[config.mk]
export PLATFORM = sky130hd
export DESIGN_NAME = io_uart_tx_flat
export DESIGN_NICKNAME = d
export VERILOG_FILES = /design/src/rtl/io_pkg.sv /design/src/rtl/io_uart_tx_if.sv /design/src/rtl/io_fifo.sv /design/src/rtl/io_uart_tx.sv /design/src/flat_wrapper.sv
export SDC_FILE = /design/constraint.sdc
export NUM_CORES = 1
export LEC_CHECK = 0
export ABC_CLOCK_PERIOD_IN_PS = 7900
export CORE_MARGIN = 2
export CORE_UTILIZATION = 45
export CTS_BUF_LIST = sky130_fd_sc_hd__clkbuf_4 sky130_fd_sc_hd__clkbuf_8
export DETAILED_ROUTE_END_ITERATION = 10
export HOLD_SLACK_MARGIN = 0.15
export PLACE_DENSITY = 0.62
export SETUP_SLACK_MARGIN = 0.5
export SYNTH_ARGS = -nofsm -noshare
export SYNTH_HDL_FRONTEND = slang
export SYNTH_SLANG_ARGS = --single-unit
export TNS_END_PERCENT = 100
[constraint.sdc]
create_clock -name clk -period 7.9 [get_ports clk]
set_input_delay 0.79 -clock clk [delete_from_list [all_inputs] [get_ports clk]]
set_output_delay 0.79 -clock clk [all_outputs]
set_load 0.02 [all_outputs]
[src/rtl/io_pkg.sv]
// Shared definitions for the memory-mapped IO output port (UART transmitter).
package io_pkg;

    typedef enum logic [1:0] {
        IDLE  = 2'd0,
        START = 2'd1,
        DATA  = 2'd2,
        STOP  = 2'd3
    } uart_state_t;

    localparam logic [7:0] IO_ADDR        = 8'hFF;
    localparam int         FRAME_BITS     = 10;
    localparam int         BYTES_PER_WORD = 8;

endpackage

[src/rtl/io_uart_tx_if.sv]
// Core-to-IO-port store bus: write strobe, 64-bit data word and overflow clear.
interface io_uart_tx_if;
    logic        io_write;
    logic [63:0] io_data;
    logic        clr_overflow;

    modport master (output io_write, output io_data, output clr_overflow);
    modport slave  (input  io_write, input  io_data, input  clr_overflow);
endinterface

[src/rtl/io_fifo.sv]
// Synchronous FIFO; head word is readable combinationally while non-empty.
module io_fifo #(
    parameter int WIDTH = 64,
    parameter int DEPTH = 4
) (
    input  logic                     clk,
    input  logic                     rst,
    input  logic                     push,
    input  logic [WIDTH-1:0]         wr_data,
    input  logic                     pop,
    output logic [WIDTH-1:0]         rd_data,
    output logic                     full,
    output logic                     empty,
    output logic [$clog2(DEPTH):0]   level
);
    localparam int AW = $clog2(DEPTH);

    logic [WIDTH-1:0] mem [DEPTH];
    logic [AW:0]      wr_ptr_reg;
    logic [AW:0]      rd_ptr_reg;
    logic             push_ok;
    logic             pop_ok;

    // Pointers carry one extra bit so full and empty are distinguishable.
    assign level   = wr_ptr_reg - rd_ptr_reg;
    assign full    = (level == (AW+1)'(DEPTH));
    assign empty   = (level == '0);
    assign push_ok = push && !full;
    assign pop_ok  = pop && !empty;
    assign rd_data = mem[rd_ptr_reg[AW-1:0]];

    always_ff @(posedge clk) begin
        if (rst) begin
            wr_ptr_reg <= '0;
            rd_ptr_reg <= '0;
        end else begin
            if (push_ok) wr_ptr_reg <= wr_ptr_reg + 1'b1;
            if (pop_ok)  rd_ptr_reg <= rd_ptr_reg + 1'b1;
        end
    end

    always_ff @(posedge clk) begin
        if (push_ok) mem[wr_ptr_reg[AW-1:0]] <= wr_data;
    end

endmodule

[src/rtl/io_uart_tx.sv]
// IO store port: queues 64-bit words and sends each as 8 UART 8N1 bytes, LSB byte first.
module io_uart_tx
    import io_pkg::*;
#(
    parameter int CLK_DIV    = 16,
    parameter int FIFO_DEPTH = 4
) (
    input  logic                         clk,
    input  logic                         rst,
    io_uart_tx_if.slave                  bus,
    output logic                         txd,
    output logic                         busy,
    output logic                         overflow,
    output logic [$clog2(FIFO_DEPTH):0]  level
);
    localparam int             CW        = $clog2(CLK_DIV);
    localparam logic [CW-1:0]  BAUD_LAST = CW'(CLK_DIV - 1);
    localparam logic [2:0]     LAST_BYTE = 3'(BYTES_PER_WORD - 1);

    uart_state_t   state_reg, state_next;
    logic [CW-1:0] baud_reg, baud_next;
    logic [2:0]    bit_reg, bit_next;
    logic [2:0]    byte_reg, byte_next;
    logic [63:0]   shreg_reg, shreg_next;
    logic          txd_reg, txd_next;
    logic          overflow_reg, overflow_next;

    logic [63:0]   fifo_rd_data;
    logic          fifo_full;
    logic          fifo_empty;
    logic          push;
    logic          drop;
    logic          pop;
    logic          baud_done;
    logic [7:0]    cur_byte;

    // Full is judged on the registered level, so a same-cycle pop never rescues a write.
    assign push = bus.io_write && !fifo_full;
    assign drop = bus.io_write && fifo_full;

    io_fifo #(
        .WIDTH (64),
        .DEPTH (FIFO_DEPTH)
    ) u_fifo (
        .clk     (clk),
        .rst     (rst),
        .push    (push),
        .wr_data (bus.io_data),
        .pop     (pop),
        .rd_data (fifo_rd_data),
        .full    (fifo_full),
        .empty   (fifo_empty),
        .level   (level)
    );

    assign baud_done = (baud_reg == BAUD_LAST);
    assign cur_byte  = shreg_next[7:0];

    always_comb begin
        state_next = state_reg;
        baud_next  = baud_reg;
        bit_next   = bit_reg;
        byte_next  = byte_reg;
        shreg_next = shreg_reg;
        pop        = 1'b0;
        case (state_reg)
            IDLE: begin
                baud_next = '0;
                if (!fifo_empty) begin
                    pop        = 1'b1;
                    shreg_next = fifo_rd_data;
                    byte_next  = '0;
                    bit_next   = '0;
                    state_next = START;
                end
            end
            START: begin
                if (baud_done) begin
                    baud_next  = '0;
                    bit_next   = '0;
                    state_next = DATA;
                end else begin
                    baud_next = baud_reg + 1'b1;
                end
            end
            DATA: begin
                if (baud_done) begin
                    baud_next = '0;
                    if (bit_reg == 3'd7) begin
                        bit_next   = '0;
                        state_next = STOP;
                    end else begin
                        bit_next = bit_reg + 1'b1;
                    end
                end else begin
                    baud_next = baud_reg + 1'b1;
                end
            end
            STOP: begin
                if (baud_done) begin
                    baud_next = '0;
                    if (byte_reg != LAST_BYTE) begin
                        byte_next  = byte_reg + 1'b1;
                        shreg_next = {8'h00, shreg_reg[63:8]};
                        state_next = START;
                    end else begin
                        state_next = IDLE;
                    end
                end else begin
                    baud_next = baud_reg + 1'b1;
                end
            end
            default: state_next = IDLE;
        endcase
    end

    // txd is registered from the next-state view so the line tracks the state with no lag.
    always_comb begin
        txd_next = 1'b1;
        case (state_next)
            START:   txd_next = 1'b0;
            DATA:    txd_next = cur_byte[bit_next];
            default: txd_next = 1'b1;
        endcase
    end

    always_comb begin
        overflow_next = overflow_reg;
        if (drop)                  overflow_next = 1'b1;
        else if (bus.clr_overflow) overflow_next = 1'b0;
    end

    always_ff @(posedge clk) begin
        if (rst) begin
            state_reg    <= IDLE;
            baud_reg     <= '0;
            bit_reg      <= '0;
            byte_reg     <= '0;
            shreg_reg    <= '0;
            txd_reg      <= 1'b1;
            overflow_reg <= 1'b0;
        end else begin
            state_reg    <= state_next;
            baud_reg     <= baud_next;
            bit_reg      <= bit_next;
            byte_reg     <= byte_next;
            shreg_reg    <= shreg_next;
            txd_reg      <= txd_next;
            overflow_reg <= overflow_next;
        end
    end

    assign txd      = txd_reg;
    assign overflow = overflow_reg;
    assign busy     = (state_reg != IDLE) || !fifo_empty;

endmodule

[src/flat_wrapper.sv]
// flat-port wrapper written by rule: the top's interface ports become plain ports
module io_uart_tx_flat import io_pkg::*;
#(
    parameter int CLK_DIV    = 16,
    parameter int FIFO_DEPTH = 4
)
  (clk, rst, txd, busy, overflow, level, bus_io_write, bus_io_data, bus_clr_overflow);
  io_uart_tx_if bus_i ();
  input  logic clk;
  input  logic rst;
  output logic txd;
  output logic busy;
  output logic overflow;
  output logic [$clog2(FIFO_DEPTH):0] level;
  input wire logic [$bits(bus_i.io_write)-1:0] bus_io_write;
  input wire logic [$bits(bus_i.io_data)-1:0] bus_io_data;
  input wire logic [$bits(bus_i.clr_overflow)-1:0] bus_clr_overflow;
  assign bus_i.io_write = bus_io_write;
  assign bus_i.io_data = bus_io_data;
  assign bus_i.clr_overflow = bus_clr_overflow;
  io_uart_tx #(.CLK_DIV(CLK_DIV), .FIFO_DEPTH(FIFO_DEPTH)) u_core (.clk(clk), .rst(rst), .bus(bus_i), .txd(txd), .busy(busy), .overflow(overflow), .level(level));
endmodule
### Word-level counts from Yosys, hierarchy flattened

Memories as Yosys holds them, arrays and structs flattened. A register that Yosys moved wholly into a read port is not among the register bits.
Index checks and enable logic that the tools add are counted.

* register bits: 84
* input port bits: 68
* output and inout bits: 6
* word-level logic and storage cells: 77
* RAM bits: 256
* memories: 1

* equality and inequality tests: 12
* order comparisons: 1
* $add $sub $neg: 6
* reductions and logical operators: 14
* mux-type cells: 33

Memories
* u_core.u_fifo.mem: depth 4, width 64, read ports 1, clocked after Yosys merged registers in 1, write ports 1, RTL line io_fifo.sv:18 `logic [WIDTH-1:0] mem [DEPTH];`

Operator list (number)
* $mux 64: 3
* $pmux 64 s2: 1
* $mux 3: 7
* $mux 2: 7
* $add 3x1->3 const B: 4
* $pmux 3 s3: 1
* $mux 1: 8
* $pmux 2 s4: 1
* $pmux 4 s2: 1
* $eq 2x2->1 const B: 3
* $eq 3x3->1 const B: 2
* $pmux 3 s2: 1
* $reduce_bool 2->1: 3
* $add 4x1->4 const B: 1
* $eq 2x1->1 const B: 2
* $eq 4x4->1 const B: 1
* $logic_and 1x1->1: 4
* $lt 3x4->1 const B: 1
* $mux 4: 1
* $ne 2x1->1 const B: 2
* $reduce_and 4->1: 1
* $bmux 1 s3: 1
* $logic_not 3->1: 1
* $ne 3x3->1 const B: 1
* 7 further kinds: 8

### Logic depth before layout (Yosys ltp)

Gate-level depths: netlist of the first run.

* depth after elaboration: 7
* depth in mapped cells: 11

### Hierarchy

From an unflattened synthesis of the first run, not the netlist that was laid out.

* cell total of the unflattened synthesis: 715
* area, all modules: 12909.9 sq um

Modules (own cells, without submodules)
* io_fifo: cells each 390, instances 1, area each 9719.3 sq um, sequential area each 7847.5 sq um
* io_uart_tx: cells each 325, instances 1, area each 3190.6 sq um, sequential area each 1561.5 sq um

### Worst setup path after synthesis of the first run

No wires, ideal clock.

* kind: reg-to-reg
* start point: register u_core.u_fifo.wr_ptr_reg[0]
* end point: memory u_core.u_fifo.mem[3][0] (enable)
* setup time: 0.430 ns
* cell stages (with the launch flop): 9
* slack: 3.994 ns
* data arrival time: 3.476 ns
* period minus slack after synthesis: 3.906 ns
* path through: dfxtp_1 > inv_1 > ha_1 > fa_1 > xnor3_2 > inv_1 > buf_4 > a31oi_1 > and2_1

* cells in the longest elaborated chain, start to end: 7

Ends and longest elaborated chain
* from (decl): RTL line io_fifo.sv:19 `logic [AW:0] wr_ptr_reg;`
* from (signal assigned): RTL line io_fifo.sv:37 `if (push_ok) wr_ptr_reg <= wr_ptr_reg + 1'b1;`
* $sub 3x3->3 *: RTL line io_fifo.sv:25 `assign level = wr_ptr_reg - rd_ptr_reg;`
* named net level[2]: RTL line flat_wrapper.sv:14 `output logic [$clog2(FIFO_DEPTH):0] level;`
* $eq 3x3->1 *: RTL line io_fifo.sv:26 `assign full = (level == (AW+1)'(DEPTH));`
* $logic_not 1->1 *: RTL line io_fifo.sv:28, io_uart_tx.sv:38
* $logic_and 1x1->1: RTL line io_uart_tx.sv:38 `assign push = bus.io_write && !fifo_full;`
* $logic_and 1x1->1 *: RTL line io_fifo.sv:28 `assign push_ok = push && !full;`
* $mux 1 *: RTL line io_fifo.sv:43 `if (push_ok) mem[wr_ptr_reg[AW-1:0]] <= wr_data;`
* $mux 1 (implied by the code) *: RTL line io_fifo.sv:43
* to (decl): RTL line io_fifo.sv:18

The timed path passes the listed nets; every way through them passes the cells marked *.

### Final worst setup path of the first run

* start point: register u_core.u_fifo.wr_ptr_reg[0]
* end point: memory u_core.u_fifo.mem[3][41] (enable)

* cells in the longest elaborated chain, start to end: 7

Ends and longest elaborated chain (RTL line)
* $sub 3x3->3: io_fifo.sv:25
* $eq 3x3->1: io_fifo.sv:26
* $logic_not 1->1: io_fifo.sv:28, io_uart_tx.sv:38
* $logic_and 1x1->1: io_uart_tx.sv:38
* $logic_and 1x1->1: io_fifo.sv:28
* $mux 1: io_fifo.sv:43
* $mux 1 (implied by the code): io_fifo.sv:43

Parallel ways exist; a longest one is shown, timed or not.

==> run summary, run 1 <==
Status -> finished clean
Vias in the first global route -> 7,506
Synth-to-layout area growth -> 16.7%
Core area -> 28,600 um2
RSZ-0062 raised after global routing -> false
Fin. max-slew vios -> 0
Post-synth top flop -> edfxtp_1
Worst Path Required -> 8.11 ns
Remaining global-route overflow -> 0
Largest net degree at the start of global routing -> 86
DRC Markers -> 0
Clock tree buffer depth -> 3
Fillcell total -> 2,278
Period Utilization, post-route -> 49.6%
CP max stage cell -> and2_2
Die Area -> 30,300 um2
Synth Net Count -> 855
Clock Latency Late Sink -> 0.58 ns
Setup TNS -> 0 ns
CP Capture Type -> flop
CTS tree -> yes
Yosys warns -> 0
Worst path arrival time -> 4.12 ns
Top cells by area, synth -> edfxtp_1 59%, dfxtp_1 13%, mux4_2 11%, a22oi_1 3.3%, a21oi_1 2.2%
Post-synth ARST share -> 0%
Post-synthesis cell count -> 771
Post-DRT Antenna Nets -> 0
HP Class -> flop to flop
Final Non-Filler Cells -> 1,290
Critical-path cell list -> inv_1, ha_1, fa_1, xnor3_2, inv_1, a31oi_1, and2_2, buf_4
Total track usage -> 17.4%
Cells after DPL -> 1,192
Final design utilization -> 53.1%
Worst-path fanout max -> 41
Yosys cell types -> 54
Setup violations, final -> 0
Buf/Inv on CP -> 3
Drt wl/cell -> 20.3 um
Synth Area per Inst -> 16.9 um2
Vias -> 7,130
RePlAce Congestion -> 0.804
Most used cell along the critical path -> inv_1
Global-route wire length before repair -> 41,100 um
Synthesized cell area -> 13,000 um2
HPWL after DPL -> 15,100 um
Clk_skew -> 0.0177 ns
Largest area contributor in the netlist -> edfxtp_1
Reg clk slew, reported paths -> 0.06 ns
Worst-Margin Slew -> 1.03 ns
Post-cts resize count -> 0
Number of vias per cell -> 5.53
Initial DRT Pass Iterations -> 5
TritonCTS Sinks -> 342
WL final -> 26,100 um
Ports -> 74
Input/output buffers -> 73
Postcts setup bufs -> 0
Startpoint Class -> flop
Standard-cell rows -> 62
Die height -> 174 um
Peak VDD IR -> 0.206 mV
#FFs+latches synth -> 342
CTS H-tree depth -> 2
Fin. Hold Viols -> 0
Starting Density -> 45.5%
Max-Cap Viols -> 0
Pwr dens -> 379 nW/um2
Share of cells above drive strength 1 -> 19.5%
CP Class -> flop to flop
Antenna cells -> 0
Hold buffers post-CTS -> 0
Sequential share of the synthesized area -> 72.3%
Largest delay share family, worst path -> buffers and inverters
EDFF count, synth -> 256
NumNets Final -> 948
Rel. slew slack -> 31.5%
Initial drt markers -> 476
Final min period -> 3.92 ns
Initial antenna violation count -> 1
Most frequent cells in the layout -> 256 x edfxtp_1, 84 x dfxtp_1, 72 x clkdlybuf4s50_1
CTS root buffer -> clkbuf_8
Die X -> 174 um
Crit path largest cell delay -> 0.74 ns
Max frequency -> 0.255 GHz
Max FFs per register -> 256
Top cell type's share of synthesized area -> 59.1%
Total CTS buffers -> 54
Most common cell after layout, fill and taps aside -> edfxtp_1
Pleak -> 4.96 nW
layout make-up:
cell class / count / area [um2] / area share, %
clock buffer: 77 / 916 / 6.03
clock inverter: 21 / 139 / 0.915
inverter: 12 / 45.0 / 0.297
multi-input combinational: 371 / 3390 / 22.3
sequential: 342 / 9410 / 62.0
tap: 384 / 480 / 3.16
timing repair buffer: 83 / 801 / 5.27
synthesized netlist by cell type, types with 3 or more instances:
library cell,instances
a21oi_1,56
a221oi_1,6
a22oi_1,57
a32oi_1,3
and2_1,5
and3_1,4
buf_2,15
clkbuf_1,27
dfxtp_1,86
edfxtp_1,256
ha_1,15
inv_1,12
mux4_2,64
nand2_1,59
nand3_1,9
nor2_1,34
nor3_1,5
o211a_1,6
o21ai_0,4
xnor2_1,3
xor2_1,3
worst reg2reg max path, stage by stage, from the launching register on:
cell and delay, ns:
dfxtp_1 0.40, inv_1 0.11, ha_1 0.22, fa_1 0.41
xnor3_2 0.28, inv_1 0.17, a31oi_1 0.51, and2_2 0.74
buf_4 0.67
worst paths after layout:
kind / slack, ns / cells after the start / from / to
worst max-delay path: 3.98 / 8 / u_core.u_fifo.wr_ptr_reg[0] / u_core.u_fifo.mem[3][41]
worst min-delay path: 0.46 / 2 / u_core.shreg_reg[20] / u_core.shreg_reg[12]
worst max register to register: 3.98 / 8 / u_core.u_fifo.wr_ptr_reg[0] / u_core.u_fifo.mem[3][41]
worst min register to register: 0.46 / 2 / u_core.shreg_reg[20] / u_core.shreg_reg[12]
power by group:
part           internal [mW]  switching, mW  total (mW)
Clock                  0.783          0.657        1.44
Sequential              2.39          0.178        2.57
Combinational          0.713           1.04        1.75
per-stage QoR:
stage	area (um2)	total power, mW	setup slack, ns	hold WS (ns)
final	15200	5.76	3.98	0.455
after global routing	15200	6.06	3.75	0.460
after CTS	15200	5.83	3.96	0.453
after detailed placement	14100	4.37	3.98	0.447
after global placement	14100	4.31	4.13	0.441
after floorplan	13000	3.83	3.99	0.430
cell families after synthesis:
group / synth area share [%]
mux: 11.1
fa+ha+maj: 1.60
xor+xnor: 0.586
compound gates: 8.04
buf+inv: 1.90
simple gates: 4.45
flops: 72.3
routing by layer:
metal	global-route usage, %	part of all wire, %	vias up
met1	21.8	42	3618
met4	6.23	2.6	2
met5	0	0.054	-
li1	-	-	3259
met3	3.54	5.0	51
met2	30.2	51	200
Power figures use the tool's default switching activity.
==> inputs of run 2 (changes only) <==
--- a/config.mk
+++ b/config.mk
@@ -5,13 +5,13 @@
 export SDC_FILE = /design/constraint.sdc
 export NUM_CORES = 1
 export LEC_CHECK = 0
-export ABC_CLOCK_PERIOD_IN_PS = 7900
+export ABC_CLOCK_PERIOD_IN_PS = 3600
 export CORE_MARGIN = 2
 export CORE_UTILIZATION = 45
 export CTS_BUF_LIST = sky130_fd_sc_hd__clkbuf_4 sky130_fd_sc_hd__clkbuf_8
 export DETAILED_ROUTE_END_ITERATION = 10
 export HOLD_SLACK_MARGIN = 0.15
-export PLACE_DENSITY = 0.62
+export PLACE_DENSITY = 0.64
 export SETUP_SLACK_MARGIN = 0.5
 export SYNTH_ARGS = -nofsm -noshare
 export SYNTH_HDL_FRONTEND = slang
==> constraint.sdc (replaced) <==
create_clock -name clk -period 3.6 [get_ports clk]
set_input_delay 0.36 -clock clk [delete_from_list [all_inputs] [get_ports clk]]
set_output_delay 0.36 -clock clk [all_outputs]
set_load 0.02 [all_outputs]
==> run summary, run 2 (same netlist as run 1, synthesis figures left out) <==
Status -> finished clean
Fin. max-slew vios -> 0 (unchanged)
Period Utilization, post-route -> 82.1% (+33 points)
CP Capture Type -> flop
Synth-to-layout area growth -> 18.9%
Post-DRT Antenna Nets -> 0 (unchanged)
Initial DRT Pass Iterations -> 8 (+3)
Largest net degree at the start of global routing -> 65 (-24%)
Initial antenna violation count -> 2 (+1)
Pleak -> 5.08 nW (+2.3%)
Fin. Hold Viols -> 0 (unchanged)
Total power -> 13.1 mW (+130%)
Cells after DPL -> 1,196 (+0.34%)
Core area -> 28,600 um2 (unchanged)
HP Class -> input pin to flop
Ports -> 74 (unchanged)
Pwr dens -> 847 nW/um2 (+120%)
Minimum hold slack -> 0.269 ns (-0.186 ns)
CP max stage cell -> a221o_2
Input/output buffers -> 73 (unchanged)
Setup TNS -> 0 ns (unchanged)
TritonCTS Sinks -> 342 (unchanged)
Total CTS buffers -> 53 (-1.9%)
NumNets Final -> 954 (+0.63%)
Worst setup margin -> 0.645 ns (-3.34 ns)
Vias -> 7,072 (-0.81%)
Starting Density -> 45.5% (unchanged)
Hold buffers post-CTS -> 0 (unchanged)
Max frequency -> 0.338 GHz (+33%)
Remaining global-route overflow -> 0 (unchanged)
Number of vias per cell -> 5.44 (-1.5%)
Largest delay share family, worst path -> compound AO/OA/AOI/OAI gates
RePlAce Congestion -> 0.790 (-1.7%)
Vias in the first global route -> 7,156 (-4.7%)
WL final -> 25,700 um (-1.7%)
Clock Latency Late Sink -> 0.58 ns (about the same)
Crit path largest cell delay -> 0.52 ns (-0.22 ns)
Initial drt markers -> 553 (+16%)
Drt wl/cell -> 19.8 um (-2.4%)
HPWL after DPL -> 14,800 um (-1.6%)
Global-route wire length before repair -> 40,300 um (-2.1%)
Setup violations, final -> 0 (unchanged)
Max-Cap Viols -> 0 (unchanged)
Share of cells above drive strength 1 -> 21.2% (+1.7 points)
Total track usage -> 17.2% (-0.25 points)
Final min period -> 2.95 ns (-0.961 ns)
CP Class -> flop to flop
Worst path arrival time -> 3.40 ns (-0.72 ns)
Most common cell after layout, fill and taps aside -> edfxtp_1
Worst-Margin Slew -> 0.937 ns (-0.0910 ns)
Max FFs per register -> 256 (unchanged)
CTS H-tree depth -> 2 (unchanged)
Reg2Reg Setup Slack -> 0.65 ns (-3.34 ns)
Reg clk slew, reported paths -> 0.07 ns (about the same)
Most frequent cells in the layout -> 256 x edfxtp_1, 84 x dfxtp_1, 70 x clkdlybuf4s50_1
Startpoint Class -> flop
Die X -> 174 um (unchanged)
Worst Path Required -> 4.05 ns (-4.06 ns)
Standard-cell rows -> 62 (unchanged)
Rel. slew slack -> 37.3% (+5.8 points)
CTS tree -> yes
Die height -> 174 um (unchanged)
RSZ-0062 raised after global routing -> true
Clock tree buffer depth -> 3 (unchanged)
Fillcell total -> 2,284 (+0.26%)
Buf/Inv on CP -> 1 (-2)
Worst-path fanout max -> 9 (-78%)
Dpl ws -> 0.503 ns (-3.48 ns)
CTS root buffer -> clkbuf_8
Clk_skew -> 0.0211 ns (+0.00341 ns)
Final Non-Filler Cells -> 1,299 (+0.70%)
Die Area -> 30,300 um2 (unchanged)
DRC Markers -> 0 (unchanged)
Critical-path cell list -> inv_1, ha_1, fa_2, and3_1, a221o_2, a221oi_1, nor4b_1, a211oi_2, a32oi_1
Peak VDD IR -> 0.388 mV (+88%)
## run 2: per-layer routing
metal | up-vias | share of wire (%) | track usage [%]
met1 | 3566 | 43 | 23.0
met4 | 2 | 1.9 | 5.32
met5 | - | 0.051 | 0
met3 | 42 | 4.9 | 3.54
li1 | 3280 | - | -
met2 | 182 | 50 | 28.5
## run 2: worst paths after layout
check | start | endpoint | cells after the start
setup / recovery | u_core.u_fifo.wr_ptr_reg[0] | u_core.txd | 9
setup reg to reg | u_core.u_fifo.wr_ptr_reg[0] | u_core.txd | 9
hold / removal | rst | u_core.u_fifo.rd_ptr_reg[2] | 2
hold reg to reg | u_core.shreg_reg[30] | u_core.shreg_reg[22] | 2
## run 2: final cells by class
cell class / instances / area [um2] / share of cell area (%)
Multi-Input combinational cell: 371 / 3440 / 22.2
Tap cell: 384 / 480 / 3.10
Clock buffer: 79 / 968 / 6.26
Antenna cell: 1 / 2.50 / 0.0162
Inverter: 12 / 48.8 / 0.315
Timing Repair Buffer: 90 / 922 / 5.96
Clock inverter: 20 / 200 / 1.29
Sequential cell: 342 / 9410 / 60.8
## run 2: per-stage QoR
stage,utilization [%],area (um2)
after global routing,54.1,15500
after global placement,49.7,14200
after floorplan,-,13000
after detailed placement,49.7,14200
final,54.1,15500
after CTS,53.8,15400
## run 2: power by group
part / switching [mW] / leakage [nW] / total (mW) / internal, mW
sequential: 0.375 / 3.05 / 5.61 / 5.24
combinational: 2.33 / 1.41 / 4.02 / 1.70
clock: 1.46 / 0.619 / 3.47 / 2.02
## run 2: timing repair
action | 4_1_cts | 5_1_grt
endpoints found under the setup margin | 21 | 296
pin swaps | 0 | 1
gates resized for setup | 3 | 11
buffers inserted | 0 | 3
hold endpoints to repair | 0 | 0
